$ cat src/rtl/core_serializer.sv
// core_serializer: parallel-to-serial converter with valid/ready handshakes on
// both sides. A Bits-wide word is captured on load accept and emitted as
// Bits/OutBits beats of OutBits each, most- or least-significant beat first.
// The next word may be accepted on the final beat, so there is no bubble between words.
// Optional feature macro: CORE_SERIALIZER_PARITY_EN appends one even-parity beat
// (parity in bit 0, upper bits zero) after the data beats of every word.
module core_serializer #(
    parameter int Bits     = 8,
    parameter int OutBits  = 1,
    parameter bit MsbFirst = 1'b1
) (
    input  logic               clk_i,
    input  logic               rst_i,
    input  logic               load_valid_i,
    output logic               load_ready_o,
    input  logic [Bits-1:0]    data_i,
    output logic               ser_valid_o,
    input  logic               ser_ready_i,
    output logic [OutBits-1:0] ser_data_o,
    output logic               last_o,
    output logic               busy_o
);

    localparam int NData = Bits / OutBits;
`ifdef CORE_SERIALIZER_PARITY_EN
    localparam int NBeats = NData + 1;
`else
    localparam int NBeats = NData;
`endif
    localparam int CntW = (NBeats > 1) ? $clog2(NBeats) : 1;
    localparam logic [CntW-1:0] LastCnt = CntW'(NBeats - 1);

    // A word that does not split into whole beats cannot be serialized.
    if ((Bits % OutBits) != 0) begin : g_bad_width
        $error("core_serializer: Bits (%0d) must be a multiple of OutBits (%0d)", Bits, OutBits);
    end

    // IDLE is encoded as zero so the all-zeros reset lands in IDLE.
    typedef enum logic {
        IDLE  = 1'b0,
        SHIFT = 1'b1
    } state_e;

    state_e            state_q, state_d;
    logic [CntW-1:0]   cnt_q, cnt_d;
    logic [Bits-1:0]   shreg_q, shreg_d;
`ifdef CORE_SERIALIZER_PARITY_EN
    logic              par_q, par_d;
`endif

    logic              is_last;
    logic              xfer;
    logic              accept;
    logic [OutBits-1:0] data_beat;

    // Handshake decode: ready in IDLE, or in SHIFT only as the final beat leaves.
    always_comb begin
        is_last      = (state_q == SHIFT) && (cnt_q == LastCnt);
        xfer         = (state_q == SHIFT) && ser_ready_i;
        load_ready_o = (state_q == IDLE) || (xfer && is_last);
        accept       = load_valid_i && load_ready_o;
    end

    // Output beat: current slice of the shift register (or parity beat), zero in IDLE.
    always_comb begin
        data_beat = MsbFirst ? shreg_q[Bits-1 -: OutBits] : shreg_q[OutBits-1:0];
`ifdef CORE_SERIALIZER_PARITY_EN
        if (cnt_q == CntW'(NData)) begin
            data_beat = OutBits'(par_q);
        end
`endif
        ser_valid_o = (state_q == SHIFT);
        busy_o      = (state_q == SHIFT);
        last_o      = is_last;
        ser_data_o  = (state_q == SHIFT) ? data_beat : '0;
    end

    // Next state: capture on accept (wins over the final-beat exit), shift on each transfer.
    always_comb begin
        state_d = state_q;
        cnt_d   = cnt_q;
        shreg_d = shreg_q;
`ifdef CORE_SERIALIZER_PARITY_EN
        par_d   = par_q;
`endif
        if (accept) begin
            state_d = SHIFT;
            cnt_d   = '0;
            shreg_d = data_i;
`ifdef CORE_SERIALIZER_PARITY_EN
            par_d   = ^data_i;
`endif
        end else if (xfer) begin
            if (is_last) begin
                state_d = IDLE;
                cnt_d   = '0;
                shreg_d = '0;
`ifdef CORE_SERIALIZER_PARITY_EN
                par_d   = 1'b0;
`endif
            end else begin
                cnt_d   = cnt_q + CntW'(1);
                shreg_d = MsbFirst ? (shreg_q << OutBits) : (shreg_q >> OutBits);
            end
        end
    end

    // State registers; asynchronous reset aborts any word in flight.
    always_ff @(posedge clk_i or posedge rst_i) begin
        if (rst_i) begin
            state_q <= IDLE;
            cnt_q   <= '0;
            shreg_q <= '0;
`ifdef CORE_SERIALIZER_PARITY_EN
            par_q   <= 1'b0;
`endif
        end else begin
            state_q <= state_d;
            cnt_q   <= cnt_d;
            shreg_q <= shreg_d;
`ifdef CORE_SERIALIZER_PARITY_EN
            par_q   <= par_d;
`endif
        end
    end

endmodule
$ cat config.mk
export PLATFORM = sky130hd
export DESIGN_NAME = core_serializer
export DESIGN_NICKNAME = d
export VERILOG_FILES = /design/src/rtl/core_serializer.sv
export SDC_FILE = /design/constraint.sdc
export NUM_CORES = 1
export LEC_CHECK = 0
export ABC_AREA = 1
export CAP_MARGIN = 5
export CORE_ASPECT_RATIO = 1.2
export CORE_MARGIN = 2
export CORE_UTILIZATION = 40
export DETAILED_ROUTE_END_ITERATION = 7
export GPL_TIMING_DRIVEN = 0
export PLACE_DENSITY_LB_ADDON = 0.3
export SETUP_SLACK_MARGIN = 0.15
export SYNTH_ARGS = -nofsm -noshare
export SYNTH_HDL_FRONTEND = slang
export SYNTH_SLANG_ARGS = --single-unit
$ cat constraint.sdc
create_clock -name clk_i -period 3.97 [get_ports clk_i]
set_clock_uncertainty 0.2 [all_clocks]
set_input_delay 0.397 -clock clk_i [delete_from_list [all_inputs] [get_ports clk_i]]
set_output_delay 0.397 -clock clk_i [all_outputs]
set_load 0.1 [all_outputs]
[Yosys cells after proc, flatten, opt, wreduce, memory -nomap -nowiden]
Index checks and enable logic that the tools add are counted.
W data, S select, Z words.
Cells by class
  equal/unequal tests: 1
  multiplexer cells: 10
  reductions and logical operators: 8
  bitwise logic cells: 1
  add/sub/neg operators: 1
Operators with widths (number)
  $mux W8: 3
  $mux W3: 3
  $logic_and A1 B1 Y1: 4
  $mux W1: 4
  $reduce_bool A2 Y1: 2
  $add A3 B1 Y3 const B: 1
  $eq A3 B3 Y1 const B: 1
  $reduce_and A2 Y1: 1
  $logic_or A1 B1 Y1: 1
  $not A1 Y1: 1
Word-level totals
  word-level logic and storage cells: 24
  input bits: 12
  flip-flop bits (word level): 12
  output and inout bits: 5

[Logic depth before layout (Yosys ltp)]
Gate-level depths: netlist (run 1).
  word-level depth: 7
  gate-level depth with buffers: 8
  gate-level depth less buffers: 8

[Worst setup path before layout (run 1)]
OpenSTA, ideal clock, no wires.
  path type: flip-flop to output port
  start: register state_q (netlist: busy_o)
  end: output port last_o
  stages on the path, launching flop included: 3
  required time: 3.373 ns
  slack: 1.492 ns
  arrival: 1.881 ns
  buffers on the path: 0
  cell sequence: dfrtp_1 nand2_2 inv_1
Between the ends
  longest elaborated chain between the ends: 1
RTL lines
  from (decl): line 44  | state_e state_q, state_d;
  from (signal assigned): line 118  | state_q <= state_d;
  $logic_and A1 B1 Y1: line 58  | is_last = (state_q == SHIFT) && (cnt_q == LastCnt);
  to (decl): line 20  | output logic last_o,
No other way between the ends.

[Final worst setup path (run 1)]
  start: register cnt_q[0]
  end: output port load_ready_o
Between the ends
  longest elaborated chain between the ends: 4
RTL lines
  from (decl): line 45  | logic [CntW-1:0] cnt_q, cnt_d;
  from (signal assigned): line 119  | cnt_q <= cnt_d;
  $eq A3 B3 Y1: line 58
  $logic_and A1 B1 Y1: line 58
  $logic_and A1 B1 Y1: line 60  | load_ready_o = (state_q == IDLE) || (xfer && is_last);
  $logic_or A1 B1 Y1: line 60
  to (decl): line 15  | output logic load_ready_o,
No other way between the ends.

==> results of run 1 <==
[per-layer routing]
layer	global-route usage (%)	wire [um]
met4	11.3	46
met3	3.33	52
met1	17.1	582
met2	27.3	649
met5	0	0
[per-stage QoR]
stage	power (mW)	util (%)	cell area, um^2	std cells
2_1_floorplan	0.562	-	686	94
3_3_place_gp	0.650	52.9	858	127
3_5_place_dp	0.660	52.9	858	127
4_1_cts	0.759	55.2	895	131
5_1_grt	0.809	55.2	895	131
6_report	0.753	55.2	895	131
[cell usage after synthesis]
master | count | area (um^2)
nand2_1 | 41 | 154
nand3_1 | 16 | 80.1
dfrtp_1 | 12 | 300
inv_1 | 11 | 41.3
nand2_2 | 3 | 18.8
buf_4 | 2 | 15.0
ha_1 | 2 | 25.0
buf_2 | 1 | 5.00
buf_6 | 1 | 11.3
inv_2 | 1 | 3.75
nand2_4 | 1 | 11.3
o21ai_1 | 1 | 5.00
o21ai_2 | 1 | 8.76
or2_1 | 1 | 6.26
[power by group through the flow]
stage	registers, mW	clock network, mW	logic, mW
2_1_floorplan	0.240	0	0.322
3_3_place_gp	0.208	0	0.442
3_5_place_dp	0.210	0	0.450
4_1_cts	0.208	0.0998	0.451
5_1_grt	0.214	0.108	0.486
6_report	0.208	0.0994	0.446
[final cells by class]
| cell class | count | area [um^2] |
|---|---|---|
| Fill cell | 156 | 727 |
| Multi-Input combinational cell | 66 | 309 |
| Sequential cell | 12 | 300 |
| Timing Repair Buffer | 15 | 150 |
| Inverter | 12 | 45.0 |
| Clock buffer | 4 | 36.3 |
| Buffer | 4 | 31.3 |
| Tap cell | 18 | 22.5 |
[worst min-delay path by stage]
| stage | startpoint | to | slack, ns |
|---|---|---|---|
| 6_report | rst_i | shreg_q[2] | 0.21 |
| 5_1_grt | load_valid_i | shreg_q[0] | 0.25 |
| 4_1_cts | rst_i | shreg_q[3] | 0.23 |
| 3_5_place_dp | shreg_q[0] | shreg_q[0] | 0.26 |
| 3_3_place_gp | shreg_q[0] | shreg_q[0] | 0.26 |
| 2_1_floorplan | rst_i | busy_o | 0.06 |
[worst max-delay path: cells and delay by family, from the launching register on]
family,cells,cell delay [ns]
adder cells (fa/ha/maj),2,0.33
buffers and inverters,2,1.38
flip-flops,1,0.37
AND/OR/NAND/NOR,2,0.14
[sequential cells by signal, summed over array words and instances (netlist names)]
name and cells:
busy_o 1, cnt_q 3, shreg_q 8
[kinds of logic after synthesis]
| group | count (synthesis) | synth area share, % |
|---|---|---|
| compound gates | 2 | 2.01 |
| flops | 12 | 43.8 |
| buf+inv | 16 | 11.1 |
| simple gates | 62 | 39.4 |
| fa+ha+maj | 2 | 3.65 |
==> run summary, run 1 <==
clock power share: 13.2%
Place WS: 0.983 ns
Final Critical Period: 3.10 ns
startpoint types: flop
Critical Path Sink: load_ready_o
drt via density: 4.83
Sequential Power Share: 27.6%
CTS tree: done
critical path's slowest cell: clkdlybuf4s50_1
run status: finished, final reports clean
measured slew at the worst slew-check pin: 0.981 ns
share of layout cells above drive strength 1: 12.4%
Gate power share: 59.2%
initial antenna violation count: 0
leakage: 0.515 nW
Layout area overhead: 30.5%
final setup margin: 0.866 ns
Die Wd: 41.8 um
Switching Power: 0.387 mW
Synth Warn #: 0
Final Max Slew Viols: 0
Critical Path Max Stage Delay: 1.16 ns
GRT overflow: 0
Max-Cap Viols: 0
pwr dens: 842 mW/mm^2
Starting Density: 42.3%
residual DRC count: 0
Die ar.: 0.00206 mm^2
Synth Instances: 94
switching share of power: 51.4%
CTS Buf Count: 3
Avg Cell Area, Syn: 7.29 um^2
WHS: 0.209 ns
Post-CTS Resized: 0
R2R Path Start: cnt_q[0]
H-tree depth: 1
RSZ-0062 raised after global routing: no
critical path class: flop to primary output
syn_nets: 108
# rows: 16
Period Utilization, post-route: 78.2%
CP Capture Type: primary output
sequential-to-total area share from yosys stat: 43.8%
count of cell types in the netlist: 14
via count: 633
nets: 128
core area: 0.00162 mm^2
post-synthesis register bit count: 12
Max-slew headroom: 34.4%
Antenna Cells: 0
Worst Setup SP: cnt_q[0]
worst path required time: 3.37 ns
CTS root buf: clkbuf_4
Clock Tree Buf Depth: 2
Setup Buffers After CTS: 0
CTS hold repair buffers: 0
clk sink count: 12
Mapped Area: 686 um^2
Worst Reg2Reg Path Length in Cells: 6
crit-path max FO: 10
commonest cells after routing, fill and taps aside: nand2_1, nand3_1, clkdlybuf4s50_1, dfrtp_1, inv_1
I/O pin cnt: 17
detailed-route wire length per cell: 10.2 um
Clock transition at path regs: 0.07 ns
Finish-stage setup viols: 0
flop2flop setup slack: 2.30 ns
crit-path cells: ha_1, ha_1, nand2_1, nand2_1, buf_2, clkdlybuf4s50_1
min-delay worst type: primary input to async pin
Detail Route Antenna Nets: 0
total track usage: 16.0%
clock latency at the later pin of the worst-skew pair: 0.28 ns
pin count of the biggest net entering global routing: 13
first-pass GRT wire length: 2460 um
Arr. time, crit path: 2.51 ns
Power Internal: 0.366 mW
die height: 49.4 um
most common cell after layout, fill and taps aside: nand2_1
detailed-route wire length: 1330 um
vias in the first global route: 606
routability cong.: 0.717
reg2reg end: cnt_q[0]
Peak Freq: 322 MHz
Hold Fails Final Rpt: 0
Port Buffers: 15
post-DP HPWL: 991 um
drt pass-1 iters: 3
drt initial violations: 4
worst vdd ir: 483 uV
final setup TNS: 0 ns
No activity file was read; power rests on OpenSTA's default activity.
==> run 2: changes to the inputs <==
==> constraint.sdc (replaced) <==
create_clock -name clk_i -period 2.6 [get_ports clk_i]
set_clock_uncertainty 0.2 [all_clocks]
set_input_delay 0.26 -clock clk_i [delete_from_list [all_inputs] [get_ports clk_i]]
set_output_delay 0.26 -clock clk_i [all_outputs]
set_load 0.1 [all_outputs]
==> run 2 against run 1 <==
Count of clock-buffer cells in the layout unchanged. First-iteration DRC count up 25%. Critical path depth down 5. Highest routed layer unchanged. Critical path type unchanged. Sequential cell count unchanged. Largest power group unchanged. Register-to-register slack worse by 1.3 ns. Routed wire length down 0.30%.
==> run summary, run 2 (synthesis results as in run 1) <==
worst path required time: 2.14 ns
Worst Reg2Reg Path Length in Cells: 6
CTS root buf: clkbuf_4
residual DRC count: 0
startpoint types: flop
clk sink count: 12
crit-path cells: clkdlybuf4s50_1
Period Utilization, post-route: 88.9%
Layout area overhead: 30.8%
GR Util met1: 17.2%
WHS: 0.0821 ns
measured slew at the worst slew-check pin: 0.962 ns
share of layout cells above drive strength 1: 15.0%
post-DP HPWL: 992 um
Clock Tree Buf Depth: 2
die height: 49.4 um
Worst path top cell family by delay: buffers and inverters
GRT overflow: 0
# rows: 16
Antenna Cells: 0
most common cell after layout, fill and taps aside: nand2_1
pwr dens: 1270 mW/mm^2
Die Wd: 41.8 um
CTS Buf Count: 3
Peak Freq: 433 MHz
Final Cell Area: 897 um^2
Finish-stage setup viols: 0
pin count of the biggest net entering global routing: 13
Max-slew headroom: 35.7%
met3 Use GR: 3.70%
detailed-route wire length per cell: 10.1 um
reg2reg end: cnt_q[0]
CTS tree: done
Die ar.: 0.00206 mm^2
Arr. time, crit path: 1.85 ns
H-tree depth: 1
max reg flops: 8
Max-Cap Viols: 0
leakage: 0.533 nW
vias in the first global route: 627
drt pass-1 iters: 4
drt initial violations: 5
critical path class: flop to primary output
Clock transition at path regs: 0.08 ns
Starting Density: 42.3%
Final Max Slew Viols: 0
nets: 128
most flop-heavy register: shreg_q
Port Buffers: 15
RSZ-0062 raised after global routing: no
met2 Resource Use GR: 26.8%
Detail Route Antenna Nets: 0
placed cell areas: 860 um^2
Most Crowded Layer GR: met2
detailed-route wire length: 1330 um
CP Capture Type: primary output
core area: 0.00162 mm^2
crit-path max FO: 7
clock latency at the later pin of the worst-skew pair: 0.28 ns
CP bufs+invs: 1
via count: 644
I/O pin cnt: 17
total track usage: 15.7%
routability cong.: 0.725
Hold Fails Final Rpt: 0
flop2flop setup slack: 0.96 ns
Critical Path Max Stage Delay: 1.15 ns
run status: finished, final reports clean
worst vdd ir: 560 uV
Setup Buffers After CTS: 0
first-pass GRT wire length: 2490 um
initial antenna violation count: 0
min-delay worst type: primary input to async pin
Final Critical Period: 2.31 ns
R2R Path Start: cnt_q[0]
commonest cells after routing, fill and taps aside: nand2_1, nand3_1, inv_1, dfrtp_1, clkdlybuf4s50_1
drt via density: 4.92
critical path's slowest cell: clkdlybuf4s50_1
-- run 2: cell count changes in the layout (fill, tap and decap cells not counted) --
cell	change
buf_2	+1
dfrtp_2	+1
clkdlybuf4s15_2	+1
dfrtp_1	-1
clkdlybuf4s50_1	-4
dlymetal6s2s_1	+2
-- run 2: worst max-delay path by stage --
stage | slack, ns | from | end | depth (start not counted)
final | 0.29 | busy_o | busy_o | 1
after global routing | 0.23 | cnt_q[0] | load_ready_o | 6
after CTS | 0.20 | busy_o | ser_valid_o | 2
after detailed placement | -0.12 | ser_ready_i | load_ready_o | 5
after global placement | -0.12 | ser_ready_i | load_ready_o | 5
after floorplan | 0.48 | busy_o | cnt_q[0] | 4
-- run 2: per-layer routing --
metal | wire length (um) | vias to the layer above
met5 | 0 | -
met2 | 654 | 19
met1 | 563 | 294
li1 | - | 326
met3 | 67 | 5
met4 | 42 | 0
-- run 2: layout make-up --
cell class	count	area, um^2
Clock buffer	4	36.3
Buffer	4	31.3
Timing Repair Buffer	15	151
Tap cell	18	22.5
Sequential cell	12	302
Inverter	12	45.0
Multi-Input combinational cell	66	309
Fill cell	162	724
-- run 2: power by group --
part           leakage (nW)  switching, mW  internal (mW)  total, mW
Sequential            0.152         0.0531          0.268      0.321
Clock                0.0210         0.0649         0.0853      0.150
Combinational         0.361          0.471          0.197      0.668
-- run 2: per-stage QoR --
stage / setup slack (ns) / cells / setup TNS, ns / total power, mW / util, %
floorplan: 0.481 / 94 / 0 / 0.859 / -
global placement: -0.116 / 127 / -0.116 / 0.995 / 53.0
detailed placement: -0.119 / 127 / -0.119 / 1.01 / 53.0
CTS: 0.196 / 131 / 0 / 1.16 / 55.4
global route: 0.226 / 131 / 0 / 1.23 / 55.3
finish: 0.289 / 131 / 0 / 1.14 / 55.3
-- run 2: what timing repair did --
action / CTS / global route
hold buffers: 0 / 0
resized for setup: 6 / 4
setup endpoints to repair: 2 / 3
